<file path="src/rtl/exec_unit.sv">
// Two-stage register-file execute unit: stage 1 captures operands with forwarding,
// stage 2 computes ADD/SUB/AND/OR and writes the result back to the register file.
module exec_unit #(
    parameter int unsigned DATA_W   = 8,
    parameter int unsigned RF_DEPTH = 32
) (
    input  logic              clk,
    input  logic              rstN,
    input  logic              in_valid,
    input  logic [1:0]        op,
    input  logic [4:0]        addr1,
    input  logic [4:0]        addr2,
    input  logic [4:0]        addr3,
    output logic              wb_valid,
    output logic [4:0]        wb_addr,
    output logic [DATA_W-1:0] wb_data,
    output logic              wb_carry,
    output logic [15:0]       retired,
    input  logic [4:0]        dbg_addr,
    output logic [DATA_W-1:0] dbg_data
);

    localparam int unsigned AW    = 5;
    localparam int unsigned CNT_W = 16;

    localparam logic [1:0] OP_ADD = 2'b00;
    localparam logic [1:0] OP_SUB = 2'b01;
    localparam logic [1:0] OP_AND = 2'b10;

    // Register file and its reset image (entry i resets to i).
    logic [DATA_W-1:0] rf_q   [RF_DEPTH];
    logic [DATA_W-1:0] rf_d   [RF_DEPTH];
    logic [DATA_W-1:0] rf_rst [RF_DEPTH];

    for (genvar g = 0; g < RF_DEPTH; g++) begin : g_rf_rst
        assign rf_rst[g] = DATA_W'(g);
    end

    // Stage-1 registers.
    logic              s1_valid_q, s1_valid_d;
    logic [1:0]        s1_op_q,    s1_op_d;
    logic [AW-1:0]     s1_addr3_q, s1_addr3_d;
    logic [DATA_W-1:0] s1_a_q,     s1_a_d;
    logic [DATA_W-1:0] s1_b_q,     s1_b_d;

    // Write-back registers.
    logic              wb_valid_q, wb_valid_d;
    logic [AW-1:0]     wb_addr_q,  wb_addr_d;
    logic [DATA_W-1:0] wb_data_q,  wb_data_d;
    logic              wb_carry_q, wb_carry_d;
    logic [CNT_W-1:0]  retired_q,  retired_d;

    // Stage-2 ALU results.
    logic [DATA_W:0]   ext_a;
    logic [DATA_W:0]   ext_b;
    logic [DATA_W-1:0] alu_res;
    logic              alu_carry;

    // Stage-2 ALU; SUB borrow falls out as the top bit of the widened difference.
    always_comb begin
        ext_a     = {1'b0, s1_a_q};
        ext_b     = {1'b0, s1_b_q};
        alu_res   = '0;
        alu_carry = 1'b0;
        case (s1_op_q)
            OP_ADD:  {alu_carry, alu_res} = ext_a + ext_b;
            OP_SUB:  {alu_carry, alu_res} = ext_a - ext_b;
            OP_AND:  alu_res = s1_a_q & s1_b_q;
            default: alu_res = s1_a_q | s1_b_q;
        endcase
    end

    // Stage-1 capture; the in-flight result bypasses the RF write happening at the same edge.
    always_comb begin
        s1_valid_d = in_valid;
        s1_op_d    = s1_op_q;
        s1_addr3_d = s1_addr3_q;
        s1_a_d     = s1_a_q;
        s1_b_d     = s1_b_q;
        if (in_valid) begin
            s1_op_d    = op;
            s1_addr3_d = addr3;
            s1_a_d     = (s1_valid_q && (s1_addr3_q == addr1)) ? alu_res : rf_q[addr1];
            s1_b_d     = (s1_valid_q && (s1_addr3_q == addr2)) ? alu_res : rf_q[addr2];
        end
    end

    // Stage-2 write-back into the RF and the observable wb_* registers.
    always_comb begin
        rf_d       = rf_q;
        wb_valid_d = 1'b0;
        wb_addr_d  = wb_addr_q;
        wb_data_d  = wb_data_q;
        wb_carry_d = wb_carry_q;
        retired_d  = retired_q;
        if (s1_valid_q) begin
            rf_d[s1_addr3_q] = alu_res;
            wb_valid_d       = 1'b1;
            wb_addr_d        = s1_addr3_q;
            wb_data_d        = alu_res;
            wb_carry_d       = alu_carry;
            retired_d        = retired_q + CNT_W'(1);
        end
    end

    always_ff @(posedge clk) begin
        if (!rstN) begin
            rf_q       <= rf_rst;
            s1_valid_q <= 1'b0;
            s1_op_q    <= '0;
            s1_addr3_q <= '0;
            s1_a_q     <= '0;
            s1_b_q     <= '0;
            wb_valid_q <= 1'b0;
            wb_addr_q  <= '0;
            wb_data_q  <= '0;
            wb_carry_q <= 1'b0;
            retired_q  <= '0;
        end else begin
            rf_q       <= rf_d;
            s1_valid_q <= s1_valid_d;
            s1_op_q    <= s1_op_d;
            s1_addr3_q <= s1_addr3_d;
            s1_a_q     <= s1_a_d;
            s1_b_q     <= s1_b_d;
            wb_valid_q <= wb_valid_d;
            wb_addr_q  <= wb_addr_d;
            wb_data_q  <= wb_data_d;
            wb_carry_q <= wb_carry_d;
            retired_q  <= retired_d;
        end
    end

    assign wb_valid = wb_valid_q;
    assign wb_addr  = wb_addr_q;
    assign wb_data  = wb_data_q;
    assign wb_carry = wb_carry_q;
    assign retired  = retired_q;
    assign dbg_data = rf_q[dbg_addr];

endmodule
</file>
<file path="config.mk">
export PLATFORM = sky130hd
export DESIGN_NAME = exec_unit
export DESIGN_NICKNAME = d
export VERILOG_FILES = /design/src/rtl/exec_unit.sv
export SDC_FILE = /design/constraint.sdc
export NUM_CORES = 1
export LEC_CHECK = 0
export ABC_CLOCK_PERIOD_IN_PS = 2600
export BUFFER_PORTS_ARGS = -buffer_cell sky130_fd_sc_hd__clkbuf_2
export CAP_MARGIN = 20
export CORE_UTILIZATION = 40
export CTS_BUF_LIST = sky130_fd_sc_hd__clkbuf_2
export CTS_CLUSTER_DIAMETER = 100
export CTS_CLUSTER_SIZE = 10
export DETAILED_ROUTE_END_ITERATION = 10
export SETUP_SLACK_MARGIN = 0.5
export SLEW_MARGIN = 20
export SYNTH_ARGS = -nofsm -noshare
export SYNTH_HDL_FRONTEND = slang
export SYNTH_SLANG_ARGS = --single-unit
</file>
<file path="constraint.sdc">
create_clock -name clk -period 2.6 [get_ports clk]
set_input_delay 0.39 -clock clk [delete_from_list [all_inputs] [get_ports clk]]
set_output_delay 0.39 -clock clk [all_outputs]
set_load 0.01 [all_outputs]
</file>
==> metrics.md, run 1 <==
| Metric | Value |
|---|---|
| Status | `complete, but fails checks` |
| Failing checks | `negative setup slack` |
| Netlist area before placement | `0.0188 mm2` |
| Seq pwr share | `49.3%` |
| Slew at the pin with the worst max-slew slack | `0.982 ns` |
| Number of port buffers | `63` |
| Commonest cells in the synthesized netlist | `nand2_1 (378), dfxtp_1 (311), mux4_2 (207)` |
| Max transition margin | `34.4%` |
| Final setup slack of the worst path | `-0.598 ns` |
| Min cycle time layout | `3.20 ns` |
| Clk pwr share | `21.5%` |
| DRT Pass-1 Iters | `7` |
| Leakage Power | `0.0103 uW` |
| Per-instance average area after synthesis | `10.3 um2` |
| Die Width | `219 um` |
| Worst min-delay path class | `in2reg` |
| Arr. time, crit path | `2.81 ns` |
| Part of the Yosys area used for sequential elements | `33.1%` |
| Initial antenna violation count | `2` |
| Pint | `6610 uW` |
| Via density per instance | `6.33` |
| Clk sinks | `311` |
| Crit Path Class | `reg2out` |
| Worst-Skew Late Latency | `0.93 ns` |
| Placeable core region | `0.0465 mm2` |
| Number of synthesized flops with an enable pin | `0` |
| Setup-failing EPs final | `76` |
| Number of warnings printed during yosys synthesis | `0` |
| Routed wirelength normalized by instance count | `26.7 um` |
| Asr flop ratio synth | `0%` |
| Floorplan row count | `79` |
| Synthesized netlist cell count | `1834` |
| Max Clock Freq | `313 MHz` |
| First DRT Iteration DRCs | `1798` |
| Peak supply drop | `0.000191 V` |
| Detailed Place HPWL | `47700 um` |
| Die area | `0.0480 mm2` |
| Switching share of power | `33.5%` |
| Synth Net Count | `1887` |
| Library cell occupying the most area in the post-synthesis netlist | `dfxtp_1` |
| Area grow syn2layout | `25.4%` |
| Final routed DRC violation total | `0` |
| Global Route Usage Sum | `29.0%` |
| Proportion of layout cells with a drive suffix above 1 | `43.1%` |
| Power density of the placed cells | `421 mW/mm2` |
| Count of pins on the block boundary | `64` |
| Area share of the leading cell type in the synthesized netlist | `33.1%` |
| Via count | `16800` |
| Share of total power in combinational logic | `29.1%` |
| TritonCTS buffer count | `37` |
| Pin count of the biggest net entering global routing | `161` |
| Final Hold Fails | `0` |
| Synth top area cells | `dfxtp_1 (33%), mux4_2 (25%), nand2_1 (7.5%)` |
| Number of distinct standard cells referenced by the synthesized netlist | `68` |
| Last weighted congestion value of the routability-driven placer | `0.972` |
| Data required time of the critical path | `2.21 ns` |
| Nets | `2087` |
| Period Utilization, post-route | `123%` |
| Buffer levels on the longest clock path | `3` |
| Max-cap check violation count | `0` |
| RSZ-0062 raised after global routing | `yes` |
| Layout Skew | `0.0640 ns` |
| Max Fanout on Critical Path | `2` |
| ANT nets after route | `0` |
| Critical path endpoint category | `output port` |
| Dominant synthesized flop cell | `dfxtp_1` |
| Count of pins over their slew limit | `0` |
| Clock H-tree levels | `2` |
| Effective utilization at floorplan | `40.5%` |
| Count of non-filler cells in the finished layout | `2646` |
| TritonCTS clock tree | `built` |
| Die height | `219 um` |
| Global-route wire length before repair | `103000 um` |
| Worst-path clk slew | `0.22 ns` |
| Switching Power | `3340 uW` |
| Placed insts | `2489` |
| Aggregate global routing overflow | `0` |
| Final routed wirelength across all metal layers | `70700 um` |
| Post-route core utilization | `50.8%` |
| Seq cells post-synth | `311` |
| Number of global-route vias before repair | `15900` |
| Nature of the critical path startpoint | `flop` |
| Top-count cell post-synth | `nand2_1` |
| Setup TNS Final | `-9.57 ns` |
| Master cell of the clock root buffer | `clkbuf_2` |
-- sequential cells by signal (all words and copies together), names as in the netlist --
register / flops
wb_carry: 1
s1_valid_q: 1
wb_valid: 1
s1_addr3_q: 5
wb_addr: 5
rf_q: 256
s1_op_q: 2
s1_a_q: 8
s1_b_q: 8
retired: 16
wb_data: 8
-- cell usage in the layout, fill, tap and decap left out, types with 7 or more instances in the layout --
cell type,Yosys,final
buf_6,7,31
dfxtp_2,0,95
inv_1,33,26
xnor2_1,14,14
o211ai_1,86,86
clkbuf_2,0,90
mux2_4,0,9
ha_4,0,7
o21ai_2,0,18
nand3b_1,7,7
nor2b_1,40,39
dlygate4sd3_1,0,15
and3_1,10,10
xor2_1,11,11
and2_1,36,36
a31oi_4,2,8
nand2_4,0,45
a21oi_1,28,24
a21boi_1,45,33
o211a_1,82,82
nand2_2,0,51
a21boi_2,0,26
mux4_2,207,207
nand3_1,22,21
nor2_1,53,48
ha_1,26,19
buf_16,0,16
buf_4,2,167
mux2i_1,66,64
nand2_1,378,282
dfxtp_1,311,214
buf_12,1,30
nand4_1,12,12
a31oi_1,21,14
o21ai_0,55,34
-- what timing repair did --
action / 4_1_cts / 5_1_grt
hold endpoints to repair: 57 / 0
pin swaps: 31 / 127
setup buffers: 57 / 18
setup endpoints to repair: 221 / 291
gates cloned: 16 / 7
hold buffers: 15 / 0
gates resized for setup: 182 / 239
-- power by group through the flow --
stage | Sequential, uW | Clock (uW) | Combinational, uW
2_1_floorplan | 4980 | 0 | 1220
3_3_place_gp | 5000 | 0 | 1810
3_5_place_dp | 5000 | 0 | 1820
4_1_cts | 4910 | 2190 | 2460
5_1_grt | 4920 | 2390 | 3000
6_report | 4910 | 2140 | 2900
-- per-layer routing --
| layer | track usage (%) | vias to the layer above | routed length [um] |
|---|---|---|---|
| met1 | 37.6 | 8338 | 27300 |
| li1 | - | 7282 | - |
| met3 | 6.18 | 200 | 6870 |
| met2 | 46.4 | 937 | 33100 |
| met4 | 13.2 | 2 | 3500 |
| met5 | 0 | - | 11 |
-- worst paths after layout --
check             slack (ns)           to      start  cells past startpoint
setup reg to reg       -0.15     rf_q[71]  s1_b_q[1]                     13
hold / removal          0.12    s1_a_q[3]   addr1[4]                      4
setup / recovery       -0.60  dbg_data[4]  rf_q[180]                      4
hold reg to reg         0.51    rf_q[142]  rf_q[142]                      2
-- metrics by stage --
stage               power [uW]  hold slack [ns]  cell area (um2)  worst slack [ns]
global route             10300           0.0838            23600            -0.660
CTS                       9550           0.0638            22400            -0.605
floorplan                 6200            0.448            19200             0.216
finish                    9950            0.116            23600            -0.598
global placement          6800            0.467            20800            -0.122
detailed placement        6820            0.475            20800            -0.147
-- area by class of cell --
cell class	count	area, um2
fill	4191	22800
multi-input combinational	1332	12900
sequential	311	6350
timing repair buffer	319	3240
tap	607	759
clock buffer	41	205
inverter	33	129
clock inverter	2	12.5
antenna	1	2.50
-- critical path: stages (launching register included) --
cell and delay [ns]:
dfxtp_2 0.38, mux4_2 0.46, mux4_2 0.58, mux2_4 0.32
buf_6 0.12
-- kinds of logic after synthesis --
logic type      share of synthesized area, %
simple gates                            14.0
compound gates                          15.9
flops                                   33.1
mux                                     29.4
buf+inv                                 4.47
fa+ha+maj                               1.94
xor+xnor                                1.16
Power figures use the tool's default switching activity.
==> run 2, diff against run 1 <==
Settings changed: ABC_CLOCK_PERIOD_IN_PS 2600 to 3600.
Clock period 2.6 ns to 3.6 ns, I/O delays scaled along.
==> run 2 against run 1 <==
Effect of this change: the run now ends clean; power decreased by 36%; non-clock buffer count shrank 165; sequential share of layout area up 4.1 points; utilization down 6.9 points; count of clock-buffer cells in the layout is 4 lower; critical path type unchanged; largest cell class unchanged; highest routed layer is now met4.
==> metrics.md, run 2 (same netlist as run 1, synthesis figures left out) <==
| Metric | Value |
|---|---|
| Status | `completed (was complete, but fails checks)` |
| Master cell of the clock root buffer | `clkbuf_2 (unchanged)` |
| Worst-case reg-to-reg path depth | `10 (was 13)` |
| Count of non-filler cells in the finished layout | `2477 (was 2646)` |
| Clk pwr share | `24.8% (was 21.5%)` |
| Routed wirelength normalized by instance count | `26.5 um (was 26.7 um)` |
| Final routed wirelength across all metal layers | `65700 um (was 70700 um)` |
| Switching Power | `2060 uW (was 3340 uW)` |
| Global-route wire length before repair | `97400 um (was 103000 um)` |
| Max-cap check violation count | `0 (unchanged)` |
| TritonCTS buffer count | `37 (unchanged)` |
| Proportion of layout cells with a drive suffix above 1 | `26.3% (was 43.1%)` |
| Initial antenna violation count | `2 (unchanged)` |
| Aggregate global routing overflow | `0 (unchanged)` |
| Peak supply drop | `0.000226 V (was 0.000191 V)` |
| Die area | `0.0480 mm2 (unchanged)` |
| Post-placement worst setup slack | `0.278 ns (was -0.147 ns)` |
| Data required time of the critical path | `3.06 ns (was 2.21 ns)` |
| R2r startpoint | `s1_a_q[1] (was s1_b_q[1])` |
| Clk sinks | `311 (unchanged)` |
| Floorplan row count | `79 (unchanged)` |
| Total power | `6350 uW (was 9950 uW)` |
| TritonCTS clock tree | `built (unchanged)` |
| Buffer levels on the longest clock path | `3 (unchanged)` |
| Effective utilization at floorplan | `40.5% (unchanged)` |
| Area grow syn2layout | `8.29% (was 25.4%)` |
| Die Width | `219 um (unchanged)` |
| Fillcell total | `4440 (was 4191)` |
| Most frequent standard cell in the layout excluding fill and tap cells | `nand2_1 (unchanged)` |
| Endpoint with the worst hold slack | `wb_data[7] (was s1_a_q[3])` |
| Final Hold Fails | `0 (unchanged)` |
| Die height | `219 um (unchanged)` |
| Worst-path clk slew | `0.24 ns (was 0.22 ns)` |
| Period Utilization, post-route | `92.0%` |
| Share of total power in combinational logic | `19.3% (was 29.1%)` |
| RSZ-0062 raised after global routing | `yes (unchanged)` |
| First DRT Iteration DRCs | `1799 (was 1798)` |
| Final setup slack of the worst path | `0.288 ns (was -0.598 ns)` |
| Min cycle time layout | `3.31 ns` |
| Global Route Usage Sum | `27.4% (was 29.0%)` |
| Power density of the placed cells | `311 mW/mm2 (was 421 mW/mm2)` |
| Pin count of the biggest net entering global routing | `146 (was 161)` |
| Critical path endpoint category | `output port (unchanged)` |
| Nature of the critical path startpoint | `flop (unchanged)` |
| Clock H-tree levels | `2 (unchanged)` |
| Worst min-delay path class | `in2reg (unchanged)` |
| Slew at the pin with the worst max-slew slack | `1.11 ns (was 0.982 ns)` |
| DRT Pass-1 Iters | `6 (was 7)` |
| Worst setup slack for register-to-register paths | `0.59 ns (was -0.15 ns)` |
| Detailed Place HPWL | `45400 um (was 47700 um)` |
| Number of global-route vias before repair | `15100 (was 15900)` |
| R2R Path End | `rf_q[31] (was rf_q[71])` |
| Last weighted congestion value of the routability-driven placer | `0.972 (about the same)` |
| Nets | `1922 (was 2087)` |
| Min-Delay Startpoint | `rstN (was addr1[4])` |
| Final routed DRC violation total | `0 (unchanged)` |
| Arr. time, crit path | `2.77 ns (was 2.81 ns)` |
| ANT nets after route | `0 (unchanged)` |
| Setup TNS Final | `0 ns (was -9.57 ns)` |
| Number of port buffers | `63 (unchanged)` |
| Seq pwr share | `55.9% (was 49.3%)` |
| Switching share of power | `32.5% (was 33.5%)` |
| Max Fanout on Critical Path | `4 (was 2)` |
| Via density per instance | `6.37 (was 6.33)` |
| Max Clock Freq | `302 MHz` |
| Count of pins over their slew limit | `0 (unchanged)` |
| Via count | `15800 (was 16800)` |
| Pint | `4290 uW (was 6610 uW)` |
| Placeable core region | `0.0465 mm2 (unchanged)` |
| Hold slack | `0.0934 ns (was 0.116 ns)` |
| Crit Path Class | `reg2out (unchanged)` |
| Count of pins on the block boundary | `64 (unchanged)` |
| Commonest cells after routing, fill and taps aside | `nand2_1 (378), dfxtp_1 (243), mux4_2 (207) (was nand2_1 (282), dfxtp_1 (214), mux4_2 (207))` |
| Placed insts | `2413 (was 2489)` |
| Setup-failing EPs final | `0 (was 76)` |
| Worst hold path depth | `2 (was 4)` |
| Layout Skew | `0.0957 ns (was 0.0640 ns)` |
| Worst-Skew Late Latency | `0.93 ns (about the same)` |
| Register ranked first by flip-flop count | `rf_q (unchanged)` |
| Max transition margin | `25.6% (was 34.4%)` |
| Leakage Power | `0.00849 uW (was 0.0103 uW)` |
| Flip-flop count of the largest register after layout | `256 (unchanged)` |
==> run 2: cell types whose count changed in the layout (fill, tap and decap cells not counted), sizes merged <==
cell	change
dlygate4sd3	-8
clkbuf	-4
buf	-157
inv	-2
clkinvlp	+1
bufinv	+1
==> run 2: how the worst max path moves through the flow <==
stage           startpoint     endpoint  slack [ns]
2_1_floorplan  dbg_addr[0]  dbg_data[7]        0.56
3_3_place_gp     s1_a_q[1]    rf_q[207]        0.35
3_5_place_dp     s1_a_q[1]     rf_q[15]        0.28
4_1_cts          rf_q[138]  dbg_data[2]        0.26
5_1_grt          rf_q[188]  dbg_data[4]        0.22
6_report         rf_q[164]  dbg_data[4]        0.29
==> run 2: worst max-delay path: stages, from the launching register on <==
cell	delay [ns]
dfxtp_2	0.38
mux4_2	0.47
mux4_2	0.58
mux2_4	0.32
buf_6	0.12
==> run 2: routing by layer <==
metal  part of all wire, %  vias up  GRT usage [%]
li1                      -     6915              -
met4                   5.3        0           13.6
met1                    40     7916           36.0
met5                     0        -              0
met2                    46      784           43.4
met3                   8.6      160           5.05
==> run 2: area by class of cell <==
| cell class | instances | area (um2) | share of cell area (%) |
|---|---|---|---|
| repair buffers | 154 | 1160 | 5.67 |
| inverters | 33 | 124 | 0.607 |
| multi-input cells | 1332 | 11800 | 57.9 |
| flip-flops and latches | 311 | 6320 | 31.0 |
| diodes | 1 | 2.50 | 0.0123 |
| clock buffers | 37 | 185 | 0.908 |
| well taps | 607 | 759 | 3.72 |
| clock inverters | 2 | 37.5 | 0.184 |
==> run 2: power groups by stage <==
stage / clock network [uW] / registers, uW / logic (uW)
2_1_floorplan: 0 / 3590 / 814
3_3_place_gp: 0 / 3620 / 1170
3_5_place_dp: 0 / 3620 / 1190
4_1_cts: 1610 / 3550 / 1200
5_1_grt: 1740 / 3560 / 1290
6_report: 1580 / 3550 / 1220
==> run 2: timing repair <==
item | in CTS | in global routing
resized for setup | 53 | 29
endpoints found under the setup margin | 41 | 40
hold endpoints to repair | 7 | 0
buffers inserted | 13 | 4
hold buffers | 7 | 0
gates cloned | 0 | 0
pin swaps | 0 | 1
==> run 2: metrics by stage <==
step	util [%]	instance area (um2)
after floorplan	-	18800
after global placement	42.7	19800
after detailed placement	42.7	19800
after CTS	43.7	20300
after global routing	43.9	20400
final	43.9	20400
